===== config.mk =====
export PLATFORM = sky130hd
export DESIGN_NAME = param_updown_counter
export DESIGN_NICKNAME = d
export VERILOG_FILES = /design/src/rtl/param_updown_counter.sv
export SDC_FILE = /design/constraint.sdc
export NUM_CORES = 1
export LEC_CHECK = 0
export BUFFER_PORTS_ARGS = -buffer_cell sky130_fd_sc_hd__buf_2
export CAP_MARGIN = 20
export CORE_AREA = 2 2 46 48
export DETAILED_ROUTE_END_ITERATION = 12
export DIE_AREA = 0 0 48 50
export PLACE_DENSITY = 0.86
export SYNTH_ARGS = -nofsm -noshare
export SYNTH_HDL_FRONTEND = slang
export SYNTH_SLANG_ARGS = --single-unit

===== constraint.sdc =====
create_clock -name clock -period 2.3 [get_ports clock]
set_clock_uncertainty 0.05 [all_clocks]
set_input_delay 0.23 -clock clock [delete_from_list [all_inputs] [get_ports clock]]
set_output_delay 0.23 -clock clock [all_outputs]
set_load 0.01 [all_outputs]

===== src/rtl/param_updown_counter.sv =====
// Up/down counter with a runtime-programmable terminal value,
// wrap or saturate policy, clamped loads and one-cycle event pulses.
module param_updown_counter #(
    parameter int WIDTH   = 4,
    parameter int MAX_RST = 11
) (
    input  logic             clock,
    input  logic             reset,
    input  logic             en,
    input  logic             load,
    input  logic [WIDTH-1:0] din,
    input  logic             mode,
    input  logic             sat,
    input  logic             cfg_wr,
    input  logic [WIDTH-1:0] max_val,
    output logic [WIDTH-1:0] count,
    output logic             tc,
    output logic             wrap,
    output logic             load_err
);

    logic [WIDTH-1:0] lim;
    logic [WIDTH-1:0] count_nxt;
    logic             wrap_nxt;
    logic             load_err_nxt;
    logic             at_top;
    logic             at_zero;

    assign at_top  = (count >= lim);
    assign at_zero = (count == '0);
    assign tc      = (mode && at_top) || (!mode && at_zero);

    // Next-state decision always uses the lim in force before this edge.
    always_comb begin
        count_nxt    = count;
        wrap_nxt     = 1'b0;
        load_err_nxt = 1'b0;
        if (load) begin
            if (din > lim) begin
                count_nxt    = lim;
                load_err_nxt = 1'b1;
            end else begin
                count_nxt = din;
            end
        end else if (en) begin
            if (mode) begin
                if (!at_top) begin
                    count_nxt = count + WIDTH'(1);
                end else if (sat) begin
                    count_nxt = lim;
                end else begin
                    count_nxt = '0;
                    wrap_nxt  = 1'b1;
                end
            end else begin
                if (count > lim) begin
                    count_nxt = lim;
                end else if (!at_zero) begin
                    count_nxt = count - WIDTH'(1);
                end else if (!sat) begin
                    count_nxt = lim;
                    wrap_nxt  = 1'b1;
                end
            end
        end
    end

    always_ff @(posedge clock) begin
        if (reset) begin
            count    <= '0;
            wrap     <= 1'b0;
            load_err <= 1'b0;
            lim      <= WIDTH'(MAX_RST);
        end else begin
            count    <= count_nxt;
            wrap     <= wrap_nxt;
            load_err <= load_err_nxt;
            if (cfg_wr) begin
                lim <= max_val;
            end
        end
    end

endmodule


# Word level (Yosys, flattened, before mapping)
# Cells that the tools add are included.
[op_classes] addsub=2 n_lt_le_gt_ge=3 eq_ne=1 mux=15 bitwise_logic=2 reduce_logical=9
[ops] op="$mux 4" n=9
[ops] op="$gt 4x4->1" n=2
[ops] op="$mux 1" n=6
[ops] op="$ne 5x4->1 const B" n=1
[ops] op="$add 4x1->4 const B" n=1
[ops] op="$ge 4x4->1" n=1
[ops] op="$logic_not 4->1" n=1
[ops] op="$sub 4x1->4 const B" n=1
[ops] op="$reduce_or 3->1" n=1
[ops] op="$logic_and 1x1->1" n=2
[ops] op="$not 1->1" n=2
[ops] op="$reduce_and 2->1" n=1
[ops] op="$reduce_bool 2->1" n=1
[ops] op="$reduce_or 2->1" n=1
[ops] op="$logic_not 1->1" n=1
[ops] op="$logic_or 1x1->1" n=1
[totals] ff_bits=10 inputBits=15 out_inout_bits=7 wordCells=36

# Logic depth before layout (Yosys ltp)
[depth] word_depth=6 mapped_depth=8 ltp_nobuf=8

# Least setup slack after synthesis
# OpenSTA, ideal clock, no wires.
[synth_path] path_kind="register to register" from="register count[3]" to="register count[0]" setup_ns=0.103 arrival_time_ns=1.983 t_required_ns=2.147 path_slack_ns=0.164 stages_incl_launch_ff=8 n_path_buf=0 synth_period_minus_slack_ns=2.136 path_cell_list="dfxtp_1 ha_1 a21oi_2 and2_4 nand2_2 and2_0 o311a_1 a2111oi_2"
[synth_via] elab_chain_cells=6 elab_cells_between_ends=11 cone_classes="order compare: 2; eq/ne: 1; mux: 6; reduce/logical: 2"
[synth_lines] item="start: declaration" line="16" text="output logic [WIDTH-1:0] count,"
[synth_lines] item="start signal: assignment" line="75" text="count <= count_nxt;"
[synth_lines] item="branches (longest 6 deep; another with $gt 4x4->1)"
# Parallel ways; which one is timed is not known. The select of a mux whose other input is x is not followed.
# A chain may end at the register's enable or synchronous reset.

# Worst setup path in the final report
[layout_path] from="register lim[1]" to="output port tc"
[layout_via] elab_chain_cells=3
[layout_lines] item="start: declaration" line="22" text="logic [WIDTH-1:0] lim;"
[layout_lines] item="start signal: assignment" line="73" text="lim <= WIDTH'(MAX_RST);"
[layout_lines] item="start signal: assignment" line="79" text="lim <= max_val;"
[layout_lines] item="$ge 4x4->1" line="29" text="assign at_top = (count >= lim);"
[layout_lines] item="$logic_and 1x1->1" line="31" text="assign tc = (mode && at_top) || (!mode && at_zero);"
[layout_lines] item="$logic_or 1x1->1" line="31"
[layout_lines] item="end: declaration" line="17" text="output logic tc,"
# Every way passes these cells.

==> results.txt <==
- CP max stage delay: 350 ps
- Worst Hold End: lim[3]$_SDFFE_PP1P_
- The total count of hold-check failures in the final report was 0.
- Total of endpoints with negative setup slack in the final report: 0
* Global-route wire length before repair: 4000 um
* Total global routing track utilization: 0.231
- Count of input and output buffers: 21
- In this run the static leakage power is 0.592 nW.
- H-tree depth: 1
- Total overflow reported by the global router: 0
- In this run the worst path has a maximum fanout of 5.
* Number of max-capacitance violations reported: 0
- In this run, CTS created clock tree buffers numbering 3.
- During synthesis, Yosys emitted a total of 0 warnings.
- Post-detail-place hpwl: 2040 um
- Setup repair after global routing left no endpoint under its margin.
- Total wirelength of the detailed-routed design: 2640 um
- Sorting the synthesized cells by how often they occur yields 11 x sky130_fd_sc_hd__inv_1, 11 x sky130_fd_sc_hd__nand2_1, 10 x sky130_fd_sc_hd__dfxtp_1, 10 x sky130_fd_sc_hd__ha_1, 7 x sky130_fd_sc_hd__nor2_1.
* Met1 Track Usage GR: 0.329
* Gate Count Post-Synth: 116
- Total Negative Setup Slacks: 0 ps
* Class of the worst hold path: in2reg
- STA classifies the critical path endpoint as an output port.
- For this run, the top clock speed supported by timing is 0.448 GHz.
* Primary FF master, synth: sky130_fd_sc_hd__dfxtp_1
- DR vias: 1050
* Antenna diode instance count: 0
- The clock reaches the later pin of the worst-skew pair after 270 ps.
- Worst IR drop on VDD: 280 uV
- A synthesized cell averages 8.38 um2.
- After detailed routing, the average wire length per cell comes to 15.0 um.
* Post-Layout Cell Count: 176
* Antenna viol nets, final: 0
- The congestion estimate from routability-driven global placement came to 1.04.
- Area of the die: 0.00240 mm2
* Quantity of hold-fixing buffers added after cts: 0
- In this run the tightest slew margin relative to its limit is 0.764.
- Of the post-synthesis cell area, the dominant cell type holds 0.206.
- In the global route stage, met2 resource usage came out at 0.356.
- The region available for standard cell placement spans 0.00190 mm2.
- In the synthesized netlist the async set-or-reset flop fraction comes to 0.
- Share of final-layout standard cells stronger than drive strength 1: 0.376
- At the worst endpoint, the required time is 2020 ps.
- For this configuration, the core starts out at a cell density of 0.511.
- The detailed router finished its first iteration with 51 violations.
- Ports: 22
* Count of state elements after synthesis: 10
- Across all register-to-register paths, the minimum setup slack is 120 ps.
- The startpoint identified for the worst register-to-register timing path is lim[1]$_SDFFE_PP1P_.
* Largest cells by area after synthesis: sky130_fd_sc_hd__dfxtp_1 21%, sky130_fd_sc_hd__ha_1 13%, sky130_fd_sc_hd__mux2i_1 6.2%, sky130_fd_sc_hd__inv_1 4.2%, sky130_fd_sc_hd__nand2_1 4.2%
* Synthesized netlist net count: 141
- CTS sink count: 10
* Ratio of final minimum period to clock period: 0.970
- Reg-to-reg endpoint: count[3]$_SDFFE_PP0P_
* Number of cell instances on the worst register-to-register path: 8
- Traced cell by cell, the critical path runs through inv_1 > ha_1 > nor2b_4 > o211ai_4 > nand2_2 > buf_4 > a21o_2 > buf_2.
- For the pin with the worst max-slew slack, the measured transition is 353 ps.
- The via count of the first global-routing pass is 904.
- CTS tree: built
* Cell chosen for the clock root: sky130_fd_sc_hd__clkbuf_4
- Final standard cell area without fillers: 0.00125 mm2
* Overall die height: 50 um
* Cell area power density: 576 mW/mm2
* Area after detailed placement: 0.00115 mm2
- Status: finished, final reports clean
* Chip Width: 48 um
- Dividing the detail-routed via count by the number of cells gives 5.97.
- The floorplan has 16 rows.
- Counting flops with a built-in enable in the synthesized netlist gives 0.
* Startpoint of the lowest-slack hold path: max_val[3]
- Clock input transition at the sequential cells of the worst setup and hold paths: 80 ps
* Cell type with the largest total area after synthesis: sky130_fd_sc_hd__dfxtp_1
- Fin nets: 175
- Largest net degree at the start of global routing: 13
- The worst setup path is launched from a register.
- In this run, placement finished with an instance count of 169.
- The share of the Yosys chip area taken by registers is 0.206.
- The count of pins over their slew limit was 0.
* GRT met3 Usage: 0.0366
- CTS max path bufs: 2
- Antenna violations before repair: 0
* CP max stage cell: sky130_fd_sc_hd__dfxtp_2
- Area growth from synthesis to final layout: 29.1%
- Number of iterations in the first detailed-routing pass: 4
- At the worst endpoint, the arrival time is 1950 ps.
* Depth of the worst hold-timing path: 3
* Count of cell types in the netlist: 46
- After layout, the minimum clock period comes to 2230 ps.
- By startpoint and endpoint, the worst setup path is classified as reg2out.
- Most Crowded Layer GR: met2
- In the routed design, unresolved DRC markers number 0.
* Start point of the critical path: lim[1]$_SDFFE_PP1P_
- The cell area that synthesis handed to floorplanning was 972 um2.
- After filler insertion, the fill cell instance count of the layout stands at 156.
layout by cell type, fill, tap and decap left out, types with 2 or more instances in the layout:
cell / count
sky130_fd_sc_hd__a21oi_1: 4
sky130_fd_sc_hd__buf_4: 12
sky130_fd_sc_hd__o2111ai_1: 4
sky130_fd_sc_hd__nand3_1: 4
sky130_fd_sc_hd__inv_1: 11
sky130_fd_sc_hd__nor2_1: 6
sky130_fd_sc_hd__o211ai_1: 4
sky130_fd_sc_hd__mux2i_1: 6
sky130_fd_sc_hd__nor2_2: 2
sky130_fd_sc_hd__buf_2: 21
sky130_fd_sc_hd__nand2_1: 11
sky130_fd_sc_hd__ha_4: 2
sky130_fd_sc_hd__ha_1: 8
sky130_fd_sc_hd__nor2b_1: 2
sky130_fd_sc_hd__a31oi_1: 3
sky130_fd_sc_hd__xnor2_1: 3
sky130_fd_sc_hd__nor3_1: 4
sky130_fd_sc_hd__dfxtp_1: 9
sky130_fd_sc_hd__clkbuf_4: 3
metrics by stage:
step	hold slack, ps	worst slack (ps)	total power, mW	util
finish	134	69.0	0.723	0.660
global route	162	4.82	0.763	0.660
CTS	126	9.20	0.689	0.625
detailed placement	406	53.5	0.525	0.606
global placement	397	128	0.517	0.606
floorplan	249	164	0.424	-
flip-flops by register name (all words and copies together), names as in the netlist:
register,flops
count,4
lim,4
load_err,1
wrap,1
critical path, delay by kind of cell, from the launching register on:
kind / cells / cell delay (ps)
simple gates: 2 / 220
buf+inv: 3 / 370
flops: 1 / 350
compound gates: 2 / 440
fa+ha+maj: 1 / 290
where the power goes:
group / total (mW) / switching [mW] / internal, mW
sequential: 0.200 / 0.0111 / 0.188
clock: 0.166 / 0.0693 / 0.0962
combinational: 0.358 / 0.190 / 0.168
total: 0.723 / 0.270 / 0.453
worst max-delay path by stage:
stage,depth (start not counted),end
after detailed placement,8,count[3]$_SDFFE_PP0P_
after global routing,8,count[0]$_SDFFE_PP0P_
final,8,tc
after floorplan,7,count[0]$_SDFFE_PP0P_
after global placement,8,count[3]$_SDFFE_PP0P_
after CTS,8,tc
cell families (layout without fill, tap and decap cells):
kind of cell,count (synthesis),after routing,share of synthesized area
xor+xnor,4,4,0.0360
fa+ha+maj,10,10,0.129
simple gates,40,40,0.221
compound gates,30,30,0.265
mux,7,7,0.0734
buf+inv,15,48,0.0695
flops,10,10,0.206
cell type report:
type	count	area, um2	area share
Clock buffer	4	36.3	0.0289
Sequential cell	10	201	0.161
Timing Repair Buffer	33	195	0.156
Inverter	11	41.3	0.0329
Tap cell	27	33.8	0.0269
Multi-Input combinational cell	91	747	0.595
metal layers:
layer / wire (um) / up-vias / share of wire
met5: 0 / - / 0
met4: 28 / 0 / 0.011
met3: 250 / 4 / 0.095
met2: 1250 / 56 / 0.47
met1: 1110 / 495 / 0.42
li1: - / 495 / -
what timing repair did:
item / CTS / global route
buffers inserted: 0 / 3
setup endpoints to repair: 0 / 5
gates resized for setup: 0 / 6
Note: power is estimated with default switching activity, not from simulation.
